--- config.mk ---
export PLATFORM = sky130hd
export DESIGN_NAME = instr_encoder
export DESIGN_NICKNAME = d
export VERILOG_FILES = /design/src/rtl/instr_encoder.sv
export SDC_FILE = /design/constraint.sdc
export NUM_CORES = 1
export LEC_CHECK = 0
export CAP_MARGIN = 15
export CORE_MARGIN = 1
export CORE_UTILIZATION = 51
export DETAILED_ROUTE_END_ITERATION = 12
export MAX_ROUTING_LAYER = met4
export PLACE_DENSITY = 0.86
export SYNTH_ARGS = -nofsm -noshare
export SYNTH_HDL_FRONTEND = slang
export SYNTH_SLANG_ARGS = --single-unit
--- constraint.sdc ---
create_clock -name clk -period 4.9 [get_ports clk]
set_input_delay 1.47 -clock clk [delete_from_list [all_inputs] [get_ports clk]]
set_output_delay 1.47 -clock clk [all_outputs]
set_load 0.005 [all_outputs]
--- src/rtl/instr_encoder.sv ---
// RV32I instruction encoder: packs decoded fields into a 32-bit word and expands
// the LI / LJ pseudo formats into two-word sequences behind a registered valid/ready slot.
module instr_encoder #(
  parameter bit CHECK_EN = 1'b1
) (
  input  logic        clk,
  input  logic        rst,
  input  logic        in_valid,
  output logic        in_ready,
  input  logic [2:0]  in_type,
  input  logic [6:0]  in_opcode,
  input  logic [2:0]  in_funct3,
  input  logic [6:0]  in_funct7,
  input  logic [4:0]  in_rd,
  input  logic [4:0]  in_rs1,
  input  logic [4:0]  in_rs2,
  input  logic [31:0] in_imm,
  output logic        out_valid,
  input  logic        out_ready,
  output logic [31:0] out_instr,
  output logic        out_err,
  output logic        out_last
);

  localparam logic [0:0] IDLE   = 1'b0;
  localparam logic [0:0] SECOND = 1'b1;

  localparam logic [2:0] T_R = 3'd0, T_I = 3'd1, T_S = 3'd2, T_B = 3'd3,
                         T_U = 3'd4, T_J = 3'd5, T_LI = 3'd6, T_LJ = 3'd7;

  logic [0:0]  state_q, state_d;
  logic        out_valid_q, out_valid_d;
  logic [31:0] out_instr_q, out_instr_d;
  logic        out_err_q, out_err_d;
  logic        out_last_q, out_last_d;
  logic [4:0]  sec_rd_q, sec_rd_d;
  logic [4:0]  sec_rs1_q, sec_rs1_d;
  logic [11:0] sec_lo_q, sec_lo_d;
  logic        sec_lj_q, sec_lj_d;

  logic        slot_free, accept;
  logic [31:0] imm_rnd;
  logic signed [31:0] imm_s;
  logic [31:0] enc_instr, sec_instr;
  logic        enc_err_raw, enc_last;

  assign slot_free = !out_valid_q || out_ready;
  assign in_ready  = !rst && (state_q == IDLE) && slot_free;
  assign accept    = in_valid && in_ready;

  // Rounding by 0x800 compensates for the sign extension of the 12-bit low part.
  assign imm_rnd = in_imm + 32'h0000_0800;
  assign imm_s   = $signed(in_imm);

  always_comb begin
    enc_instr   = 32'h0;
    enc_err_raw = 1'b0;
    enc_last    = 1'b1;
    case (in_type)
      T_R: enc_instr = {in_funct7, in_rs2, in_rs1, in_funct3, in_rd, in_opcode};
      T_I: begin
        enc_instr   = {in_imm[11:0], in_rs1, in_funct3, in_rd, in_opcode};
        enc_err_raw = (imm_s < -32'sd2048) || (imm_s > 32'sd2047);
      end
      T_S: begin
        enc_instr   = {in_imm[11:5], in_rs2, in_rs1, in_funct3, in_imm[4:0], in_opcode};
        enc_err_raw = (imm_s < -32'sd2048) || (imm_s > 32'sd2047);
      end
      T_B: begin
        enc_instr   = {in_imm[12], in_imm[10:5], in_rs2, in_rs1, in_funct3,
                       in_imm[4:1], in_imm[11], in_opcode};
        enc_err_raw = (imm_s < -32'sd4096) || (imm_s > 32'sd4094) || in_imm[0];
      end
      T_U: begin
        enc_instr   = {in_imm[31:12], in_rd, in_opcode};
        enc_err_raw = |in_imm[11:0];
      end
      T_J: begin
        enc_instr   = {in_imm[20], in_imm[10:1], in_imm[11], in_imm[19:12], in_rd, in_opcode};
        enc_err_raw = (imm_s < -32'sd1048576) || (imm_s > 32'sd1048574) || in_imm[0];
      end
      T_LI: begin
        enc_instr = {imm_rnd[31:12], in_rd, 7'b0110111};
        enc_last  = 1'b0;
      end
      default: begin
        enc_instr = {imm_rnd[31:12], in_rs1, 7'b0010111};
        enc_last  = 1'b0;
      end
    endcase
  end

  assign sec_instr = sec_lj_q ? {sec_lo_q, sec_rs1_q, 3'b000, sec_rd_q, 7'b1100111}
                              : {sec_lo_q, sec_rd_q,  3'b000, sec_rd_q, 7'b0010011};

  always_comb begin
    state_d     = state_q;
    out_valid_d = out_valid_q;
    out_instr_d = out_instr_q;
    out_err_d   = out_err_q;
    out_last_d  = out_last_q;
    sec_rd_d    = sec_rd_q;
    sec_rs1_d   = sec_rs1_q;
    sec_lo_d    = sec_lo_q;
    sec_lj_d    = sec_lj_q;
    if (out_valid_q && out_ready) out_valid_d = 1'b0;
    if (state_q == SECOND) begin
      if (slot_free) begin
        out_valid_d = 1'b1;
        out_instr_d = sec_instr;
        out_err_d   = 1'b0;
        out_last_d  = 1'b1;
        state_d     = IDLE;
      end
    end else if (accept) begin
      out_valid_d = 1'b1;
      out_instr_d = enc_instr;
      out_err_d   = CHECK_EN && enc_err_raw;
      out_last_d  = enc_last;
      if (!enc_last) begin
        state_d   = SECOND;
        sec_rd_d  = in_rd;
        sec_rs1_d = in_rs1;
        sec_lo_d  = in_imm[11:0];
        sec_lj_d  = (in_type == T_LJ);
      end
    end
  end

  always_ff @(posedge clk) begin
    if (rst) begin
      state_q     <= IDLE;
      out_valid_q <= 1'b0;
      out_instr_q <= 32'h0;
      out_err_q   <= 1'b0;
      out_last_q  <= 1'b0;
      sec_rd_q    <= 5'd0;
      sec_rs1_q   <= 5'd0;
      sec_lo_q    <= 12'h0;
      sec_lj_q    <= 1'b0;
    end else begin
      state_q     <= state_d;
      out_valid_q <= out_valid_d;
      out_instr_q <= out_instr_d;
      out_err_q   <= out_err_d;
      out_last_q  <= out_last_d;
      sec_rd_q    <= sec_rd_d;
      sec_rs1_q   <= sec_rs1_d;
      sec_lo_q    <= sec_lo_d;
      sec_lj_q    <= sec_lj_d;
    end
  end

  assign out_valid = out_valid_q;
  assign out_instr = out_instr_q;
  assign out_err   = out_err_q;
  assign out_last  = out_last_q;

endmodule

# ---- After elaboration in Yosys (flattened, before gate mapping)
# Index checks and enable logic that the tools add are counted.
dict set report op_classes {
  add_sub_neg 1
  n_lt_le_gt_ge 6
  n_eq_ne 8
  mux 21
  bitwise_logic 2
  n_reduce_logical 19
}
# op n
set op_table {}
lappend op_table {{$pmux W32 S7} 1}
lappend op_table {{$mux W32} 3}
lappend op_table {{$add A32 B12 Y32 const B} 1}
lappend op_table {{$gt A32 B12 Y1 const B} 1}
lappend op_table {{$gt A32 B13 Y1 const B} 1}
lappend op_table {{$gt A32 B21 Y1 const B} 1}
lappend op_table {{$lt A32 B12 Y1 const B} 1}
lappend op_table {{$lt A32 B13 Y1 const B} 1}
lappend op_table {{$lt A32 B21 Y1 const B} 1}
lappend op_table {{$mux W20} 1}
lappend op_table {{$mux W1} 15}
lappend op_table {{$eq A3 B3 Y1 const B} 4}
lappend op_table {{$reduce_or A12 Y1} 1}
lappend op_table {{$eq A3 B2 Y1 const B} 2}
lappend op_table {{$logic_or A1 B1 Y1} 6}
lappend op_table {{$reduce_or A6 Y1} 1}
lappend op_table {{$logic_and A1 B1 Y1} 4}
lappend op_table {{$pmux W1 S4} 1}
lappend op_table {{$eq A3 B1 Y1 const B} 1}
lappend op_table {{$logic_not A3 Y1} 1}
lappend op_table {{$reduce_and A3 Y1} 1}
lappend op_table {{$logic_not A1 Y1} 2}
lappend op_table {{$ne A2 B1 Y1 const B} 1}
lappend op_table {{$not A1 Y1} 2}
lappend op_table {{other kinds (3)} 3}
dict set report word_totals {
  ff_bits 59
  input_bits 71
  out_inout_bits 36
  wordCells 66
}

# ---- Logic depth before layout (Yosys ltp)
dict set report depth {
  ltp_word 6
  mapped_depth 8
  mapped_depth_nobuf 7
}

# ---- Worst setup path after synthesis
# OpenSTA, ideal clock, no wires.
dict set report synth_timing {
  path_type {input-to-output}
  startpoint {in rst}
  endpoint {out in_ready}
  arrival_time_ns 2.063
  required_time_ns 3.430
  setup_slack_ns 1.367
  stages 3
  path_buffers 2
  path_cell_list {clkbuf_1 -> clkbuf_1 -> nor3_1}
}
dict set report synth_between {
  elab_chain_cells 3
}
# element line
set synth_rtl {}
lappend synth_rtl {{from (decl)} 7} ;# input logic rst,
lappend synth_rtl {{$logic_not A1 Y1} 48} ;# assign in_ready = !rst && (state_q == IDLE) && slot_free;
lappend synth_rtl {{$logic_and A1 B1 Y1 (2 in series)} 48}
lappend synth_rtl {{to (decl)} 9} ;# output logic in_ready,
# No other way between the ends.

# ---- Worst setup path after layout
dict set report layout_timing {
  startpoint {in out_ready}
  endpoint {out in_ready}
}
dict set report layout_between {
  elab_chain_cells 2
}
# element line
set layout_rtl {}
lappend layout_rtl {{from (decl)} 19} ;# input logic out_ready,
lappend layout_rtl {{$logic_or A1 B1 Y1} 47} ;# assign slot_free = !out_valid_q || out_ready;
lappend layout_rtl {{$logic_and A1 B1 Y1} 48}
# No other way between the ends.

==> results.toml <==
[finish]
n_antenna_cell = 0
final_nets = 641
fin_util_pct = 71.8
nFillCells = 576
drive_gt1_share_pct = 6.81
area_growth_pct = 36.5

[hold_path]
hold_path_class = "flop to flop"
min_from = "out_instr[4]"

[place]
io_buffers = 106
dp_hpwl_mm = 8.13
place.gp.congestion = 0.970
pre_cts_slack_ps = 723

[synth]
ys_seq_area_share_pct = 33.2
synth_cell_type_count = 48
ys_ff_latch = 59
synth_edf_count = 0
syn_inst = 478
synth.area.top_cells = "dfxtp_1, nand2_1, a21oi_1"
yosys_warnings = 0
synth.net_count = 551
syn_avg_cell_area_um2 = 7.44
synth_ff_type = "dfxtp_1"
async_flop_share_pct = 0
syn-cell-area_um2 = 3560
yosys.area.top_type = "dfxtp_1"
netlist.area_leader.share_pct = 33.2

[setup_path]
path_common_cell = "clkdlybuf4s50_1"
worstSetupPathType = "input port to output port"
crit_arrival_ps = 2710
cp-startpoint = "out_ready"
r2r_slack_ps = 2590
start_kind = "input port"
max_stage_delay_ps = 540
cp_max_fo = 4
r2r_start = "state_q"
required_ps = 3430
cpMaxStageDelayCell = "clkdlybuf4s50_1"
end_kind = "output port"
crit_chain = "clkdlybuf4s50_1, nor2b_1, nor3_1, clkdlybuf4s50_1"

[global_routing]
grt_max_degree = 61
grt_antenna_before_repair = 0
grt-ovfl-total = 0
grtUsageTotal_pct = 33.0
grt_pass1_vias = 3757
grt_pass1_wl_mm = 18.4

[route]
firstDrtPassIters = 7
drcViolationCount = 0
initialDrtViolationCount = 538
vias_per_cell = 6.21
wl_per_cell_um = 17.5
route.vias.total = 4058
drt_wl_total_mm = 11.4
ant_nets = 0

[sta]
slew_violations = 0
fmax_mhz = 239
fin_ws_ps = 716
hold_viol_final = 0
setup-violations-final = 0
slew_headroom_pct = 47.7
period_share_pct = 85.4
rsz0062_at_grt = "no"
max_slew.worst_pin.slew_ps = 781
min_period_ps = 4180
fin_skew_ps = 9.22
tns_ps = 0

[pwr]
ir_drop_mv = 0.153
p_per_area_nw_per_um2 = 273
p_leak_nw = 1.69

[clock_network]
clk_latency_ps = 350
clock_sinks = 59
hold_buffers = 0
clockRootBuffer = "clkbuf_8"
clock_path_buffers = 2
htree_levels = 3
clk_pin_slew_ps = 70
cts-resized-gates = 0
cts_setup_buffers = 0
cts_buffers = 9
cts_tree = "done"

[floorplan]
ios = 107
num_rows = 30
dieArea_um2 = 7310
core_area_um2 = 6760
die_x_um = 85.5
start_util_pct = 52.6
chipHeight_um = 85.5

[run]
drv_cap = 0

[outcome]
status = "finished clean"
flip-flops by register name, summed over array words and instances (netlist names):
| signal | cells |
|---|---|
| out_err | 1 |
| out_instr | 32 |
| state_q | 1 |
| sec_lo_q | 12 |
| sec_lj_q | 1 |
| sec_rs1_q | 5 |
| out_last | 1 |
| out_valid | 1 |
| sec_rd_q | 5 |
cell usage in the layout, fill, tap and decap left out, types with 2 or more instances in the layout:
master / synthesis / layout
a211o_1: 2 / 2
a211oi_1: 19 / 19
a21oi_1: 44 / 44
a221o_1: 2 / 2
a221oi_1: 9 / 9
a22oi_1: 6 / 6
a31oi_1: 8 / 8
a32o_1: 3 / 3
and3_1: 4 / 4
and4_1: 4 / 4
buf_2: 15 / 2
buf_4: 0 / 9
bufinv_16: 0 / 2
clkbuf_8: 0 / 11
clkdlybuf4s50_1: 0 / 104
dfxtp_1: 59 / 59
ha_1: 2 / 2
inv_1: 8 / 8
mux2_2: 6 / 6
mux2i_1: 8 / 8
nand2_1: 83 / 83
nand2b_1: 3 / 3
nand3_1: 14 / 14
nand4_1: 8 / 8
nor2_1: 43 / 43
nor2b_1: 10 / 10
nor3_1: 23 / 23
nor3_2: 2 / 2
nor3b_1: 2 / 2
nor4_1: 7 / 7
o2111ai_1: 2 / 2
o211ai_1: 5 / 5
o21ai_0: 16 / 16
o22ai_1: 5 / 5
or3_1: 2 / 2
xnor2_1: 8 / 8
xor2_1: 12 / 12
cells by family after synthesis:
group                      after synthesis  synth area share, %
muxes                                   14                 4.15
DFF                                     59                 33.2
buffers and inverters                   44                 5.17
xor gates and xnor gates                20                 4.93
adders and majority gates                2                0.704
AOI/OAI and AO/OA                      131                 24.1
and+or+nand+nor                        208                 27.7
synth_stat cells, drive strengths merged, types with 3 or more instances:
| master | n |
|---|---|
| a211oi | 19 |
| a21oi | 44 |
| a221oi | 9 |
| a22oi | 6 |
| a31oi | 8 |
| a32o | 3 |
| and3 | 4 |
| and4 | 4 |
| buf | 20 |
| clkbuf | 16 |
| dfxtp | 59 |
| inv | 8 |
| mux2 | 6 |
| mux2i | 8 |
| nand2 | 83 |
| nand2b | 3 |
| nand3 | 14 |
| nand4 | 9 |
| nor2 | 43 |
| nor2b | 10 |
| nor3 | 26 |
| nor4 | 7 |
| o211ai | 5 |
| o21ai | 17 |
| o22ai | 5 |
| xnor2 | 8 |
| xor2 | 12 |
metrics by stage:
step                      area (µm²)  hold slack [ps]  cells  total power [mW]
final                           4850              451    653              1.32
after global routing            4850              480    653              1.37
after global placement          4620              436    637             0.808
after floorplan                 3560              431    478             0.661
after CTS                       4850              455    653              1.32
after detailed placement        4620              445    637             0.812
final timing paths:
path	to	depth (start not counted)
max	in_ready	4
max reg2reg	sec_lo_q[6]	8
min	out_instr[4]	2
min reg2reg	out_instr[4]	2
final cells by class:
| class | instances | area, µm² | area share (%) |
|---|---|---|---|
| tap | 80 | 100 | 2.06 |
| clock inverter | 4 | 72.6 | 1.50 |
| inverter | 8 | 30.0 | 0.619 |
| timing repair buffer | 115 | 1120 | 23.1 |
| multi-input combinational | 375 | 2190 | 45.2 |
| sequential | 59 | 1180 | 24.3 |
| clock buffer | 12 | 155 | 3.20 |
layer usage:
metal  track usage (%)  routed length (µm)  vias up
met5                 -                   0        -
met4              13.6                 333        0
met3              6.64                 916       44
met2              50.8                5410      234
met1              42.5                4780     1873
li1                  -                   -     1907
where the power goes:
part           leakage (nW)  internal, mW  switching (mW)  total [mW]
clock                 0.113         0.313           0.201       0.515
sequential            0.482         0.505          0.0149       0.520
combinational          1.10         0.145           0.142       0.288
total                  1.69         0.964           0.359        1.32
worst max-delay path: cells and delay by family:
kind	cells	cell delay (ps)
buffers and inverters	2	1010
AND/OR/NAND/NOR	2	240
Note: power is estimated with default switching activity, not from simulation.
